`src/rtl/conv_sequencer_pkg.sv`:
```
// Shared constants and state encoding for the 3x3, 4-filter convolution sequencer.
package conv_sequencer_pkg;

    localparam int KERNEL_TAPS = 9;
    localparam int NUM_FILTERS = 4;
    localparam int TAP_W       = $clog2(KERNEL_TAPS);

    typedef enum logic [2:0] {
        ST_IDLE   = 3'd0,
        ST_WLOAD  = 3'd1,
        ST_WLAST  = 3'd2,
        ST_STREAM = 3'd3,
        ST_DRAIN  = 3'd4,
        ST_DONE   = 3'd5
    } state_t;

endpackage

```
`src/rtl/conv_sequencer_window_credit_counter.sv`:
```
// Tracks windows popped vs. psum groups returned; grants pops while credit remains.
module window_credit_counter #(
    parameter int CNT_W           = 16,
    parameter int MAX_OUTSTANDING = 4
) (
    input  logic             clk,
    input  logic             rst,
    input  logic             clear,
    input  logic             pop,
    input  logic             psum_en,
    input  logic [CNT_W-1:0] num_windows,
    output logic [CNT_W-1:0] psum_count,
    output logic             can_issue,
    output logic             last_pop,
    output logic             all_returned
);

    localparam logic [CNT_W-1:0] MAX_OUT = CNT_W'(MAX_OUTSTANDING);
    localparam logic [CNT_W-1:0] ONE     = CNT_W'(1);

    logic [CNT_W-1:0] issued;
    logic [CNT_W-1:0] outstanding;
    logic [CNT_W-1:0] psum_next;
    logic             psum_inc;

    // Both counters are registered, so a same-cycle pop and return leave outstanding unchanged.
    assign outstanding  = issued - psum_count;
    assign can_issue    = (issued < num_windows) && (outstanding < MAX_OUT);
    assign last_pop     = pop && ((issued + ONE) == num_windows);
    assign psum_inc     = psum_en && (psum_count < num_windows);
    assign psum_next    = psum_inc ? psum_count + ONE : psum_count;
    assign all_returned = (psum_next == num_windows);

    always_ff @(posedge clk) begin
        if (rst || clear) begin
            issued     <= '0;
            psum_count <= '0;
        end else begin
            if (pop)
                issued <= issued + ONE;
            psum_count <= psum_next;
        end
    end

endmodule

```
`src/rtl/conv_sequencer.sv`:
```
// Sequences one convolution pass: weight fetch/load, credit-metered window pops, psum drain.
module conv_sequencer
    import conv_sequencer_pkg::*;
#(
    parameter int ADDR_W          = 10,
    parameter int CNT_W           = 16,
    parameter int MAX_OUTSTANDING = 4
) (
    input  logic              clk,
    input  logic              rst,
    input  logic              start,
    input  logic [ADDR_W-1:0] wbase,
    input  logic [CNT_W-1:0]  num_windows,
    output logic              busy,
    output logic              done,
    output logic              wload_err,
    output logic              wbuf_ren,
    output logic [ADDR_W-1:0] wbuf_addr,
    output logic              core_weight_load,
    input  logic              core_weight_load_done,
    input  logic              ff_empty,
    output logic              ff_ren,
    input  logic              core_psum_vld,
    output logic [CNT_W-1:0]  psum_count
);

    localparam logic [TAP_W-1:0] LAST_TAP = TAP_W'(KERNEL_TAPS - 1);

    state_t            state, state_nxt;
    logic [TAP_W-1:0]  k;
    logic [ADDR_W-1:0] wbase_q;
    logic [CNT_W-1:0]  num_q;
    logic              clear;
    logic              psum_en;
    logic              can_issue;
    logic              last_pop;
    logic              all_returned;

    window_credit_counter #(
        .CNT_W          (CNT_W),
        .MAX_OUTSTANDING(MAX_OUTSTANDING)
    ) u_credit (
        .clk         (clk),
        .rst         (rst),
        .clear       (clear),
        .pop         (ff_ren),
        .psum_en     (psum_en),
        .num_windows (num_q),
        .psum_count  (psum_count),
        .can_issue   (can_issue),
        .last_pop    (last_pop),
        .all_returned(all_returned)
    );

    // Returns outside the streaming window are stray and must not count.
    assign psum_en   = core_psum_vld && ((state == ST_STREAM) || (state == ST_DRAIN));
    assign wbuf_addr = wbuf_ren ? (wbase_q + ADDR_W'(k)) : '0;

    always_comb begin
        state_nxt = state;
        clear     = 1'b0;
        wbuf_ren  = 1'b0;
        ff_ren    = 1'b0;
        done      = 1'b0;
        busy      = (state != ST_IDLE);
        case (state)
            ST_IDLE: begin
                if (start) begin
                    clear     = 1'b1;
                    state_nxt = ST_WLOAD;
                end
            end
            ST_WLOAD: begin
                wbuf_ren = 1'b1;
                if (k == LAST_TAP)
                    state_nxt = ST_WLAST;
            end
            ST_WLAST: begin
                state_nxt = (num_q == '0) ? ST_DONE : ST_STREAM;
            end
            ST_STREAM: begin
                // Never pop while the core is still shifting in weights.
                ff_ren = !ff_empty && can_issue && !core_weight_load;
                if (last_pop)
                    state_nxt = ST_DRAIN;
            end
            ST_DRAIN: begin
                if (all_returned)
                    state_nxt = ST_DONE;
            end
            ST_DONE: begin
                done      = 1'b1;
                state_nxt = ST_IDLE;
            end
            default: state_nxt = ST_IDLE;
        endcase
    end

    always_ff @(posedge clk) begin
        if (rst) begin
            state            <= ST_IDLE;
            k                <= '0;
            wbase_q          <= '0;
            num_q            <= '0;
            wload_err        <= 1'b0;
            core_weight_load <= 1'b0;
        end else begin
            state            <= state_nxt;
            core_weight_load <= wbuf_ren;
            if (clear) begin
                wbase_q   <= wbase;
                num_q     <= num_windows;
                k         <= '0;
                wload_err <= 1'b0;
            end else if (state == ST_WLOAD) begin
                k <= k + 1'b1;
            end
            if ((state == ST_WLAST) && !core_weight_load_done)
                wload_err <= 1'b1;
        end
    end

endmodule

```
`config.mk`:
```
export PLATFORM = sky130hd
export DESIGN_NAME = conv_sequencer
export DESIGN_NICKNAME = d
export VERILOG_FILES = /design/src/rtl/conv_sequencer_pkg.sv /design/src/rtl/conv_sequencer_window_credit_counter.sv /design/src/rtl/conv_sequencer.sv
export SDC_FILE = /design/constraint.sdc
export NUM_CORES = 1
export LEC_CHECK = 0
export CAP_MARGIN = 10
export CORE_ASPECT_RATIO = 1.25
export CORE_UTILIZATION = 52
export CTS_CLUSTER_DIAMETER = 120
export DETAILED_ROUTE_END_ITERATION = 16
export HOLD_SLACK_MARGIN = 0.06
export PLACE_DENSITY = 0.79
export SLEW_MARGIN = 20
export SYNTH_ARGS = -nofsm -noshare
export SYNTH_HDL_FRONTEND = slang
export SYNTH_SLANG_ARGS = --single-unit
```
`constraint.sdc`:
```
create_clock -name clk -period 3.2 [get_ports clk]
set_input_delay 0.32 -clock clk [delete_from_list [all_inputs] [get_ports clk]]
set_output_delay 0.32 -clock clk [all_outputs]
set_load 0.01 [all_outputs]
```
-- Yosys cells after proc, flatten, opt, wreduce, memory -nomap -nowiden
Index checks and enable logic that the tools add are counted.
- bits in registers: 67
- bits in latches: 0
- memory bits (writable): 0
- memory bits (read-only): 0
- input port bits: 32
- output and inout port bits: 32
- logic and storage cells: 61
- memories: 0
- add/sub/neg operators: 5
- multipliers: 0
- div/mod/pow operators: 0
- magnitude comparators: 3
- equality and inequality tests: 12
- shift operators: 0
- multiplexer cells: 15
- bitwise logic cells: 0
- reduce and logical (&&, ||, !) cells: 18
- operator list (cell ; number):
    16-bit by 1-bit adder with 16-bit output, second input constant ; 2
    16-bit equality test ; 2
    16-bit < comparator ; 2
    16-bit logical NOT ; 1
    16-bit by 3-bit < comparator with 1-bit output, second input constant ; 1
    16-bit 2-to-1 mux ; 1
    16-bit subtractor ; 1
    3-bit 2-to-1 mux ; 5
    3-bit one-hot mux with 5 select lines ; 1
    10-bit by 4-bit adder with 10-bit output ; 1
    10-bit 2-to-1 mux ; 1
    2-bit inequality test, second input constant ; 4
    1-bit logical AND ; 7
    1-bit 2-to-1 mux ; 7
    3-bit by 2-bit equality test with 1-bit output, second input constant ; 2
    3-bit equality test, second input constant ; 2
    4-bit by 1-bit adder with 4-bit output, second input constant ; 1
    4-bit equality test, second input constant ; 1
    4-bit AND reduction ; 1
    3-bit by 1-bit equality test with 1-bit output, second input constant ; 1
    1-bit logical NOT ; 3
    3-bit logical NOT ; 1
    3-bit nonzero test ; 1
    1-bit logical OR ; 2
    2 further kinds ; 2

-- Longest topological paths before layout
Gate-level depths: netlist of the first run.
- depth after elaboration: 9
- gate-level depth with buffers: 14

-- Cells and area by module
Synthesis of the first run repeated with hierarchy kept, for this count alone.
- cell total of the unflattened synthesis: 723
- area, all modules: 5487.8 µm²
- modules (own cells, without submodules) (module ; instances ; cells an instance ; area an instance (µm²) ; seq. area each (µm²)):
    window_credit_counter ; 1 ; 491 ; 3688.5 ; 640.6
    conv_sequencer ; 1 ; 232 ; 1799.2 ; 700.7

-- Worst setup path before layout of the first run
Ideal clock, no wire load.
- path type: register -> register
- start: register u_credit.psum_count[2]
- end: register u_credit.issued[8]
- arrival: 3.574 ns
- required time: 3.129 ns
- setup slack: -0.446 ns
- cell stages (with the launch flop): 14
- path buffers: 2
- period minus slack after synthesis: 3.646 ns
- path through: dfxtp_1 clkbuf_1 inv_1 ha_1 o21a_1 nor2_1 nor4_2 or4_4 and3b_1 a211o_1 or3_1 buf_2 or4_1 a21oi_1
- cells in the longest elaborated chain, start to end: 6
- RTL lines (what ; RTL line ; text):
    from (decl) ; conv_sequencer_window_credit_counter.sv:12 ; output logic [CNT_W-1:0] psum_count,
    from (signal assigned) ; conv_sequencer_window_credit_counter.sv:41 ; psum_count <= psum_next;
    16-bit subtractor ; conv_sequencer_window_credit_counter.sv:27 ; assign outstanding = issued - psum_count;
    16-bit by 3-bit < comparator with 1-bit output ; conv_sequencer_window_credit_counter.sv:28 ; assign can_issue = (issued < num_windows) && (outstanding < MAX_OUT);
    1-bit logical AND ; conv_sequencer_window_credit_counter.sv:28 ;
    1-bit logical AND (2 in series) ; conv_sequencer.sv:83 ; ff_ren = !ff_empty && can_issue && !core_weight_load;
    1-bit 2-to-1 mux ; conv_sequencer.sv:66 ; case (state)
    to (signal assigned) ; conv_sequencer_window_credit_counter.sv:40 ; issued <= issued + ONE;
    to (decl) ; conv_sequencer_window_credit_counter.sv:21 ; logic [CNT_W-1:0] issued;
No other way between the ends.
A chain may end at the register's enable or synchronous reset.

-- Worst setup path after layout of the first run
- start: register u_credit.psum_count[1]
- end: register u_credit.issued[6]
The elaborated chain is that of the path after synthesis.

==> results of run 1 <==
[final timing paths]
check,depth (start not counted),slack [ps],endpoint
max,12,-240,u_credit.issued[6]
min,2,460,wbase_q[0]
max reg2reg,12,-240,u_credit.issued[6]
min reg2reg,2,460,wbase_q[0]
[worst register-to-register path, cell delays in order, from the launching register on]
cell       delay, ps
dfxtp_4          360
inv_4             50
ha_4             230
a2111oi_4        520
nor4_4           140
o21a_1           220
o221a_2          240
or4_4            480
or3_4            450
buf_4            160
buf_2            160
o21ai_0          210
a21oi_1           90
[cells by family after synthesis]
family / Yosys count
AND/OR/NAND/NOR: 278
AO/OA/AOI/OAI: 181
buffers and inverters: 73
flip-flops: 67
XOR/XNOR: 62
adder cells (fa/ha/maj): 54
multiplexers: 2
[through the flow]
stage | worst slack [ps] | setup TNS, ps
floorplan | -30.2 | -33.4
global placement | -235 | -1920
detailed placement | -330 | -3030
CTS | -184 | -2440
global route | -317 | -4520
finish | -244 | -3100
[per-layer routing]
| layer | up-vias | part of all wire | global-route usage |
|---|---|---|---|
| met3 | 84 | 0.066 | 0.0573 |
| met4 | 0 | 0.054 | 0.207 |
| met2 | 304 | 0.49 | 0.669 |
| li1 | 2961 | - | - |
| met5 | - | 0 | 0 |
| met1 | 2967 | 0.39 | 0.447 |
[placed cells by master, fill, tap and decap left out, drive strengths merged, types with 7 or more instances in the layout]
cell type      instances
nor2b                  7
nand4                 12
nor3                  17
dfxtp                 67
or2                    7
o211ai                 7
a21o                  10
inv                   39
nor4                   9
clkdlybuf4s50         62
nand2                 96
nand3                 25
o21ai                 31
or3                   21
buf                  143
a31oi                  7
ha                    53
clkbuf                14
xnor2                 41
o21a                  11
o2111ai                7
xor2                  21
nor2                  49
a21oi                 62
a2111oi                9
[power by group through the flow]
stage               sequential (mW)  clock [mW]  combinational [mW]
floorplan                     0.977           0               0.668
CTS                           0.959        1.12                1.24
detailed placement            0.976           0                1.21
finish                        0.960        1.12                1.32
global placement              0.972           0                1.18
global route                  0.968        1.16                1.41
[final cells by class]
type                    count  area share
flip-flops and latches     67       0.174
clock buffers              14      0.0418
repair buffers            205       0.216
well taps                 129      0.0205
multi-input cells         577       0.526
clock inverters             2     0.00223
inverters                  39      0.0189
[sequential cells by signal (all words and copies together) (netlist names)]
signal / cells
num_q: 16
u_credit.issued: 16
u_credit.psum_count: 16
wbase_q: 10
k: 4
state: 3
core_weight_load: 1
wload_err: 1
[what timing repair did]
item / 4_1_cts / 5_1_grt
setup endpoints to repair: 19 / 20
gates cloned: 2 / 0
setup buffers: 4 / 1
resized for setup: 24 / 28
hold endpoints to repair: 0 / 0
pin swaps: 25 / 16
==> results.md, run 1 <==
* Outcome: finished, violations left
* Failing checks: setup timing
* Die Height at 116 um
* Synth-to-Final Area Change at 45.1%
* WP data arrival at 3640 ps
* Top-count cell post-synth: nand2_1
* Initial antenna violation count at 0
* Post-Layout Cell Count at 1033
* Final setup violation count at 18
* Final nets at 985
* CTS tree: yes
* Area of the multi-input gates at 0.00414 sq mm
* First-pass GRT wire length at about 31000 um
* FP Rows at between 40 and 50
* Count of different cell masters after synthesis at 62
* Top-Level Pins at between 60 and 70
* Post-synth top cells: nand2_1 (96), dfxtp_1 (67), a21oi_1 (62)
* Overflow after GRT at 0
* 1st-iter DRT viols at 471
* Synth Net Count at between 800 and 900
* Worst setup path startpoint: u_credit.psum_count[1]
* Switching part of the total at 0.355
* P_int at 2.19 mW
* Yosys reg bits at between 60 and 70
* Core Util, Final at 0.778
* Crit end category: flip-flop
* DRC at 0
* Max stage delay cell, worst path: a2111oi_4
* Max Transition Viols Final at 0
* CTS Buf Count at 9
* Part of the cycle the worst path needs at 1.08
* Least-Margin Pin Slew at 618 ps
* CTS Root Cell: clkbuf_16
* Clock Latency Late Sink at 340 ps
* Combinational share of power at 0.388
* Worst path bufs/invs at 3
* Fin. Hold Viols at 0
* Min-delay src: wbase_q[0]
* Antenna Cells at 0
* Max Fclk at 290 MHz
* Post-layout min period at approximately 3400 ps
* Clock Sinks at 67
* Synth warnings at 0
* Number of vias per cell at 6.11
* Req. time, crit path at 3400 ps
* Max Cap Viol at 0
* Syn avg cell area at between 7 and 8 sq um
* Post-synth EDFFs at 0
* Crit path kind: flip-flop to flip-flop
* Max VDD drop at 0.325 mV
* CTS hold repair buffers at 0
* GRT Total Usage at 0.381
* Die width at just over 90 um
* P_leak at 3.17 nW
* Hold Crit Class: flip-flop to flip-flop
* RSZ-0062 raised after global routing: yes
* CORE AREA at 0.0101 sq mm
* Final hold slack at approximately 460 ps
* Vias in the first global route at 5998
* Synth Area in Adders at 0.126
* Largest area contributor in the netlist: dfxtp_1
* Clock slew at reported path FFs at ~60 ps
* Largest family of logic cells by synthesized area: simple AND/OR/NAND/NOR gates
* Reg2reg start: u_credit.psum_count[1]
* ANT nets after route at 0
* Clock power frac at 0.329
* Post-synthesis mux area share at 0.00369
* CP cell instances: inv_4, ha_4, a2111oi_4, nor4_4, o21a_1, o221a_2, or4_4, or3_4, buf_4, buf_2, o21ai_0, a21oi_1
* Synth Area in XOR/XNOR at 0.100
* CP peak stage delay at approximately 520 ps
* Slack of the critical path at -244 ps
* Synthesized netlist cell count at ~720
* Drt first pass iters at 6
* Fill cell count at 707
* Max Buffers Root-to-Sink at 2
* Most used DFF post-synth: dfxtp_1
* Dpl hpwl at 15600 um
* Clk_skew at roughly 8.6 ps
* Slew HR at 0.588
* WL/cell at 19.9 um
* Cell area after layout at around 0.008 sq mm
* WL final at 20600 um
* Post-synthesis simple-gate area fraction at 0.253
* Power consumption at 3.39 mW
* CP delay by family, top: compound AO/OA/AOI/OAI gates
* CTS H-tree depth at 3
* Post-Syn Area at 0.00542 sq mm
* FF/Latch Area at ~0.0014 sq mm
* Critical path startpoint category: flip-flop
* Crit-path max FO at 6
* PD cells at approximately 430 mW/mm^2
* Switching power at approximately 1.2 mW
* Routability Congestion at 0.974
* Vias at 6316
* Initial Util at 0.537
* Sequential share of the synthesized area at 0.247
* FFs w/ async S/R, synth at 0
* Share of cells above drive strength 1 at 0.252
* Post-synth top area share at 0.247
* Top post-synthesis cells by area: dfxtp_1 (25%), ha_1 (12%), nand2_1 (6.6%), xnor2_1 (6.6%), a21oi_1 (5.7%)
* Port bufs at 63
* DP Area at 0.00724 sq mm
* DP Cell Count at 1010
* Die ar. at roughly 0.011 sq mm
* Compound-Gate Fraction of Synth Area at 0.219
* Pin count of the biggest net entering global routing at 37
* Sequential power share at 0.283
Power figures use the tool's default switching activity.
==> run 2, diff against run 1 <==
--- a/config.mk
+++ b/config.mk
@@ -11,6 +11,7 @@
 export CTS_CLUSTER_DIAMETER = 120
 export DETAILED_ROUTE_END_ITERATION = 16
 export HOLD_SLACK_MARGIN = 0.06
+export MAX_ROUTING_LAYER = met4
 export PLACE_DENSITY = 0.79
 export SLEW_MARGIN = 20
 export SYNTH_ARGS = -nofsm -noshare
==> run 2 against run 1 <==
Effect of this change: the flow still finishes with violations (setup timing); clock skew grew 0.76 ps; maximum frequency decreased by 1.4%; routed wire length up 1.5%; non-clock buffer count increased by 2; worst hold slack gained 23 ps; core utilization rose by 1.1 points; sequential cell count stayed put; clock-buffer cell count did not move; cell count is 0.19% higher; die area unchanged.
==> results.md, run 2 (same netlist as run 1, synthesis figures left out) <==
* Max Fclk at 286 MHz (was 290 MHz)
* Final nets at 987 (was 985)
* Fill cell count at 686 (was 707)
* Post-layout min period at 3490 ps (was 3440 ps)
* Antenna Cells at 0 (unchanged)
* Vias in the first global route at 6123 (was 5998)
* Cell area after layout at 0.00798 sq mm (was 0.00787 sq mm)
* Synth-to-Final Area Change at 47.1% (was 45.1%)
* Clock Latency Late Sink at 340 ps (about the same)
* Crit end category: flip-flop (unchanged)
* Vias at 6332 (was 6316)
* Max Transition Viols Final at 0 (unchanged)
* Setup Slack @ Placement at -486 ps (was -330 ps)
* Final setup violation count at 17 (was 18)
* Most common cell after layout, fill and taps aside: buf_4 (unchanged)
* Clock Sinks at 67 (unchanged)
* DP Area at 0.00723 sq mm (was 0.00724 sq mm)
* CTS hold repair buffers at 0 (unchanged)
* Port bufs at 63 (unchanged)
* RSZ-0062 raised after global routing: yes (unchanged)
* Part of the cycle the worst path needs at 1.09 (was 1.08)
* Most frequent cells in the layout: buf_4 (139), nand2_1 (94), clkdlybuf4s50_1 (62) (was buf_4 (136), nand2_1 (95), clkdlybuf4s50_1 (62))
* CTS H-tree depth at 3 (unchanged)
* Routability Congestion at 0.977 (was 0.974)
* Initial antenna violation count at 0 (unchanged)
* CORE AREA at 0.0101 sq mm (unchanged)
* Share of cells above drive strength 1 at 0.270 (was 0.252)
* Clock slew at reported path FFs at 60 ps (about the same)
* Max Buffers Root-to-Sink at 2 (unchanged)
* WL final at 20900 um (was 20600 um)
* WL/cell at 20.2 um (was 19.9 um)
* Outcome: finished, violations left (unchanged)
* ANT nets after route at 0 (unchanged)
* Crit-path max FO at 6 (unchanged)
* Req. time, crit path at 3460 ps (was 3400 ps)
* Top-Level Pins at 64 (unchanged)
* Die Height at 116 um (unchanged)
* Number of vias per cell at 6.12 (was 6.11)
* First-pass GRT wire length at 31300 um (was 31100 um)
* Dpl hpwl at 15800 um (was 15600 um)
* Fin. Hold Viols at 0 (unchanged)
* DRC at 0 (unchanged)
* Die width at 93.3 um (unchanged)
* CTS Buf Count at 9 (unchanged)
* FF/Latch Area at 0.00137 sq mm (about the same)
* WP data arrival at 3760 ps (was 3640 ps)
* Crit path kind: flip-flop to flip-flop (unchanged)
* Critical path startpoint category: flip-flop (unchanged)
* CTS tree: yes (unchanged)
* PD cells at 425 mW/mm^2 (was 431 mW/mm^2)
* Area of the multi-input gates at 0.00425 sq mm (was 0.00414 sq mm)
* Pin count of the biggest net entering global routing at 37 (unchanged)
* Slew HR at 0.627 (was 0.588)
* Least-Margin Pin Slew at 545 ps (was 618 ps)
* 1st-iter DRT viols at 465 (was 471)
* Top flop regs: num_q: 16 flops, u_credit.issued: 16 flops, u_credit.psum_count: 16 flops (unchanged)
* GRT Total Usage at 0.394 (was 0.381)
* Hold Crit Class: flip-flop to flip-flop (unchanged)
* Overflow after GRT at 0 (unchanged)
* Slack of the critical path at -294 ps (was -244 ps)
* Clk_skew at 9.40 ps (was 8.65 ps)
* Drt first pass iters at 5 (was 6)
* FP Rows at 41 (unchanged)
* Die ar. at 0.0108 sq mm (unchanged)
* P_leak at 3.19 nW (was 3.17 nW)
* CTS Root Cell: clkbuf_16 (unchanged)
* Initial Util at 0.537 (unchanged)
* Failing checks: setup timing (unchanged)
* Max VDD drop at 0.410 mV (was 0.325 mV)
* Max Cap Viol at 0 (unchanged)
## run 2: changes by cell type in the layout (fill, tap and decap cells not counted), moves of 4 or more
cell / before / now
or3_4: 3 / 8
a21oi_1: 58 / 54
o21ai_1: 6 / 2
or3_1: 18 / 13
a21oi_2: 3 / 8
## run 2: power by group
part / leakage [nW] / switching [mW] / total, mW / internal (mW)
combinational: 2.49 / 0.782 / 1.40 / 0.619
clock: 0.147 / 0.383 / 1.03 / 0.646
sequential: 0.552 / 0.0616 / 0.964 / 0.902
## run 2: per-layer routing
layer	GRT usage	share of wire	routed length [um]
met1	0.438	0.39	8190
met2	0.664	0.48	10100
met3	0.0684	0.064	1340
met4	0.232	0.062	1290
met5	-	0	0
## run 2: metrics by stage
| step | util | TNS, ps | total power, mW | hold WS [ps] | cells |
|---|---|---|---|---|---|
| after global placement | 0.715 | -1500 | 2.17 | 454 | 1008 |
| after floorplan | - | -33.4 | 1.65 | 440 | 717 |
| after global routing | 0.789 | -5470 | 3.54 | 503 | 1035 |
| final | 0.789 | -3900 | 3.39 | 482 | 1035 |
| after CTS | 0.761 | -2190 | 3.28 | 484 | 1029 |
| after detailed placement | 0.715 | -3860 | 2.20 | 468 | 1008 |
## run 2: final cells by class
cell class,instances,share of cell area
Multi-Input combinational cell,577,0.533
Timing Repair Buffer,207,0.218
Sequential cell,67,0.172
Clock buffer,14,0.0331
Tap cell,129,0.0202
Inverter,39,0.0194
Clock inverter,2,0.00439
## run 2: final timing paths
check | to | cells after the start | slack [ps] | start
worst max-delay path | u_credit.issued[14] | 12 | -290 | u_credit.psum_count[5]
worst min-delay path | wbase_q[0] | 2 | 480 | wbase_q[0]
worst max register to register | u_credit.issued[14] | 12 | -290 | u_credit.psum_count[5]
worst min register to register | wbase_q[0] | 2 | 480 | wbase_q[0]
## run 2: worst max-delay path: stages, from the launching register on
cell and delay (ps):
dfxtp_4 380, inv_4 60, ha_4 250, a21oi_2 180, o21ai_1 120, or2_4 280
or4_4 500, and3b_1 190, a211o_1 320, or3_4 470, buf_8 150, or3_1 350
a21oi_1 160
## run 2: what timing repair did
item,CTS,global route
setup endpoints to repair,19,19
pin swaps,16,37
setup buffers,4,7
cloned,1,1
resized for setup,32,41
hold endpoints to repair,0,0
==> run 3, diff against run 2 <==
--- a/config.mk
+++ b/config.mk
@@ -5,14 +5,16 @@
 export SDC_FILE = /design/constraint.sdc
 export NUM_CORES = 1
 export LEC_CHECK = 0
+export ABC_AREA = 1
 export CAP_MARGIN = 10
 export CORE_ASPECT_RATIO = 1.25
-export CORE_UTILIZATION = 52
+export CORE_MARGIN = 2
+export CORE_UTILIZATION = 30
 export CTS_CLUSTER_DIAMETER = 120
 export DETAILED_ROUTE_END_ITERATION = 16
 export HOLD_SLACK_MARGIN = 0.06
 export MAX_ROUTING_LAYER = met4
-export PLACE_DENSITY = 0.79
+export PLACE_DENSITY = 0.51
 export SLEW_MARGIN = 20
 export SYNTH_ARGS = -nofsm -noshare
 export SYNTH_HDL_FRONTEND = slang
==> run 3 against run 2 <==
Effect of this change: setup slack improved by 450 ps; worst hold slack lost 31 ps; cell count rose by 22%; critical path depth shrank 2; largest cell class unchanged; critical path type is now flip-flop to output port; synthesized area rose by 5.6%; synthesized cell count is 29% higher; critical endpoint is now ff_ren; the flow now finishes without violations; sequential power increased by 14%.
==> results.md, run 3 <==
* Outcome: finished, final reports clean (was finished, violations left)
* Yosys reg bits at 67 (unchanged)
* Compound-Gate Fraction of Synth Area at 0.141 (was 0.219)
* Hold Crit Class: flip-flop to flip-flop (unchanged)
* Max VDD drop at 0.322 mV (was 0.410 mV)
* 1st-iter DRT viols at 392 (was 465)
* Top-Level Pins at 64 (unchanged)
* Post-synthesis simple-gate area fraction at 0.370 (was 0.253)
* Post-layout min period at 3040 ps (was 3490 ps)
* CTS Buf Count at 9 (unchanged)
* Drt first pass iters at 5 (unchanged)
* Initial antenna violation count at 0 (unchanged)
* Final TNS setup at 0 ps (was -3900 ps)
* Overflow after GRT at 0 (unchanged)
* PD cells at 645 mW/mm^2 (was 425 mW/mm^2)
* Post-Syn Area at 0.00573 sq mm (was 0.00542 sq mm)
* Max Fclk at 329 MHz (was 286 MHz)
* Die width at 128 um (was 93.3 um)
* Flop-to-flop setup slack at 310 ps (was -290 ps)
* GRT Total Usage at 0.213 (was 0.394)
* Clock power frac at 0.204 (was 0.303)
* Pin count of the biggest net entering global routing at 53 (was 37)
* R2R Path End: state[2] (was u_credit.issued[14])
* FFs w/ async S/R, synth at 0 (unchanged)
* FF-to-FF path depth at 20 (was 12)
* Most common cell after layout, fill and taps aside: nand2_1 (was buf_4)
* Most used DFF post-synth: dfxtp_1 (unchanged)
* WL/cell at 16.2 um (was 20.2 um)
* Clock Latency Late Sink at 340 ps (about the same)
* Initial Util at 0.306 (was 0.537)
* WP data arrival at 2720 ps (was 3760 ps)
* Final setup violation count at 0 (was 17)
* Crit end category: output port (was flip-flop)
* CTS H-tree depth at 3 (unchanged)
* Req. time, crit path at 2880 ps (was 3460 ps)
* Routability Congestion at 0.920 (was 0.977)
* Clock Sinks at 67 (unchanged)
* CTS hold repair buffers at 0 (unchanged)
* Max Buffers Root-to-Sink at 2 (unchanged)
* First-pass GRT wire length at 32400 um (was 31300 um)
* Top-count cell post-synth: nand2_1 (unchanged)
* Clk_skew at 6.08 ps (was 9.40 ps)
* Synth Area in XOR/XNOR at 0.0404 (was 0.100)
* Post-synth top area share at 0.234 (was 0.247)
* Share of cells above drive strength 1 at 0.0882 (was 0.270)
* P_leak at 3.44 nW (was 3.19 nW)
* DRC at 0 (unchanged)
* Worst setup path startpoint: u_credit.psum_count[7] (was u_credit.psum_count[5])
* Vias in the first global route at 6197 (was 6123)
* Dpl hpwl at 16400 um (was 15800 um)
* Die Height at 158 um (was 116 um)
* WL final at 20400 um (was 20900 um)
* Synth Area in Adders at 0.119 (was 0.126)
* Max Cap Viol at 0 (unchanged)
* Die ar. at 0.0202 sq mm (was 0.0108 sq mm)
* Fin. Hold Viols at 0 (unchanged)
* RSZ-0062 raised after global routing: yes (unchanged)
* Critical path startpoint category: flip-flop (unchanged)
* Syn avg cell area at 6.21 sq um (was 7.56 sq um)
* Worst hold path depth at 2 (unchanged)
* Power consumption at 4.69 mW (was 3.39 mW)
* Least-Margin Pin Slew at 614 ps (was 545 ps)
* DP Area at 0.00695 sq mm (was 0.00723 sq mm)
* Post-synthesis mux area share at 0 (was 0.00369)
* Crit path kind: flip-flop to output port (was flip-flop to flip-flop)
* Combinational share of power at 0.560 (was 0.413)
* Most frequent cells in the layout: nand2_1 (244), inv_1 (113), nor2_1 (90) (was buf_4 (139), nand2_1 (94), clkdlybuf4s50_1 (62))
* CTS tree: yes (unchanged)
* Top flop regs: num_q: 16 flops, u_credit.issued: 16 flops, u_credit.psum_count: 16 flops (unchanged)
* Clock slew at reported path FFs at 60 ps (about the same)
* Reg2reg start: num_q[5] (was u_credit.psum_count[5])
* Max Transition Viols Final at 0 (unchanged)
* Critical Path End: ff_ren (was u_credit.issued[14])
* P_int at 2.52 mW (was 2.17 mW)
* ANT nets after route at 0 (unchanged)
* Cell area after layout at 0.00727 sq mm (was 0.00798 sq mm)
* Switching part of the total at 0.462 (was 0.361)
* FP Rows at 56 (was 41)
* CTS Root Cell: clkbuf_16 (unchanged)
* Antenna Cells at 0 (unchanged)
* Crit-path max FO at 5 (was 6)
* Sequential power share at 0.236 (was 0.284)
* Synthesized netlist cell count at 922 (was 717)
* Largest area contributor in the netlist: dfxtp_1 (unchanged)
* Vias at 6338 (was 6332)
* Switching power at 2.17 mW (was 1.23 mW)
* CORE AREA at 0.0187 sq mm (was 0.0101 sq mm)
* Fill cell count at 2009 (was 686)
* Part of the cycle the worst path needs at 0.951 (was 1.09)
* Post-synth top cells: nand2_1 (245), inv_1 (113), nor2_1 (90) (was nand2_1 (96), dfxtp_1 (67), a21oi_1 (62))
* Port bufs at 63 (unchanged)
* Top post-synthesis cells by area: dfxtp_1 (23%), nand2_1 (16%), ha_1 (12%), inv_1 (7.4%), a21oi_1 (7.3%) (was dfxtp_1 (25%), ha_1 (12%), nand2_1 (6.6%), xnor2_1 (6.6%), a21oi_1 (5.7%))
* Number of vias per cell at 5.01 (was 6.12)
* Largest family of logic cells by synthesized area: simple AND/OR/NAND/NOR gates (unchanged)
* Synth Net Count at 1008 (was 803)
* Count of different cell masters after synthesis at 40 (was 62)
* Post-synth EDFFs at 0 (unchanged)
* Sequential share of the synthesized area at 0.234 (was 0.247)
* Synth warnings at 0 (unchanged)
* Synth-to-Final Area Change at 27.0% (was 47.1%)
* Final nets at 1113 (was 987)
* Slew HR at 0.590 (was 0.627)
run 3: cell count changes after synthesis, moves of 21 or more:
cell      before  now
a21oi_1       62   83
clkbuf_1      32   11
inv_1         39  113
nand2_1       96  245
nand3_1       25   74
nand4_1       12   35
nor2_1        49   90
o21ai_0       31   55
or3_1         21    0
xnor2_1       41    4
run 3: power by group through the flow:
stage                     clock, mW  sequential [mW]  combinational, mW
after floorplan                   0             1.11               1.75
after global placement            0             1.12               2.63
after detailed placement          0             1.12               2.61
after CTS                     0.976             1.10               2.63
after global routing           1.02             1.12               2.98
final                         0.959             1.10               2.63
run 3: final cells by class:
cell class / instances / area (sq um) / share of cell area
Tap cell: 232 / 290 / 0.0399
Sequential cell: 67 / 1340 / 0.185
Clock inverter: 5 / 27.5 / 0.00379
Multi-Input combinational cell: 718 / 3880 / 0.534
Inverter: 117 / 440 / 0.0606
Timing Repair Buffer: 114 / 1040 / 0.143
Clock buffer: 11 / 253 / 0.0348
run 3: what timing repair did:
action | CTS | global route
pin swaps | 0 | 2
gates resized for setup | 4 | 5
endpoints found under the setup margin | 2 | 8
setup buffers | 0 | 0
run 3: worst min path at each step:
| stage | slack [ps] | startpoint | end |
|---|---|---|---|
| finish | 450 | wbase_q[2] | wbase_q[2] |
| global route | 470 | wbase_q[0] | wbase_q[0] |
| CTS | 450 | wbase_q[2] | wbase_q[2] |
| global placement | 440 | wbase_q[3] | wbase_q[3] |
| detailed placement | 440 | wbase_q[2] | wbase_q[2] |
| floorplan | 390 | rst | core_weight_load |
run 3: stage by stage:
| step | worst slack [ps] | hold slack, ps | util | std cells |
|---|---|---|---|---|
| final | 157 | 451 | 0.389 | 1264 |
| after global routing | -84.2 | 469 | 0.389 | 1264 |
| after CTS | 80.6 | 451 | 0.387 | 1264 |
| after detailed placement | 148 | 442 | 0.372 | 1248 |
| after global placement | 157 | 442 | 0.372 | 1248 |
| after floorplan | 542 | 392 | - | 922 |
run 3: kinds of logic (layout without fill, tap and decap cells):
kind of cell | count (synthesis) | after routing
xor gates and xnor gates | 24 | 24
AOI/OAI and AO/OA | 153 | 153
adders and majority gates | 54 | 54
DFF | 67 | 67
buffers and inverters | 137 | 247
and+or+nand+nor | 487 | 487
run 3: per-layer routing:
metal  share of wire  up-vias  global-route usage
met5               0        -                   -
met3           0.037       29              0.0228
li1                -     3269                   -
met4           0.030        0              0.0874
met1            0.43     2894               0.244
met2            0.50      146               0.381
run 3: worst max-delay path, cell delays in order, from the launching register on:
cell,delay (ps)
dfxtp_1,330
inv_1,130
ha_1,410
nand2_1,110
o21ai_0,350
nand3b_1,200
inv_1,50
nand2_1,90
nand4_2,140
nor4_4,270
dlygate4sd2_1,290
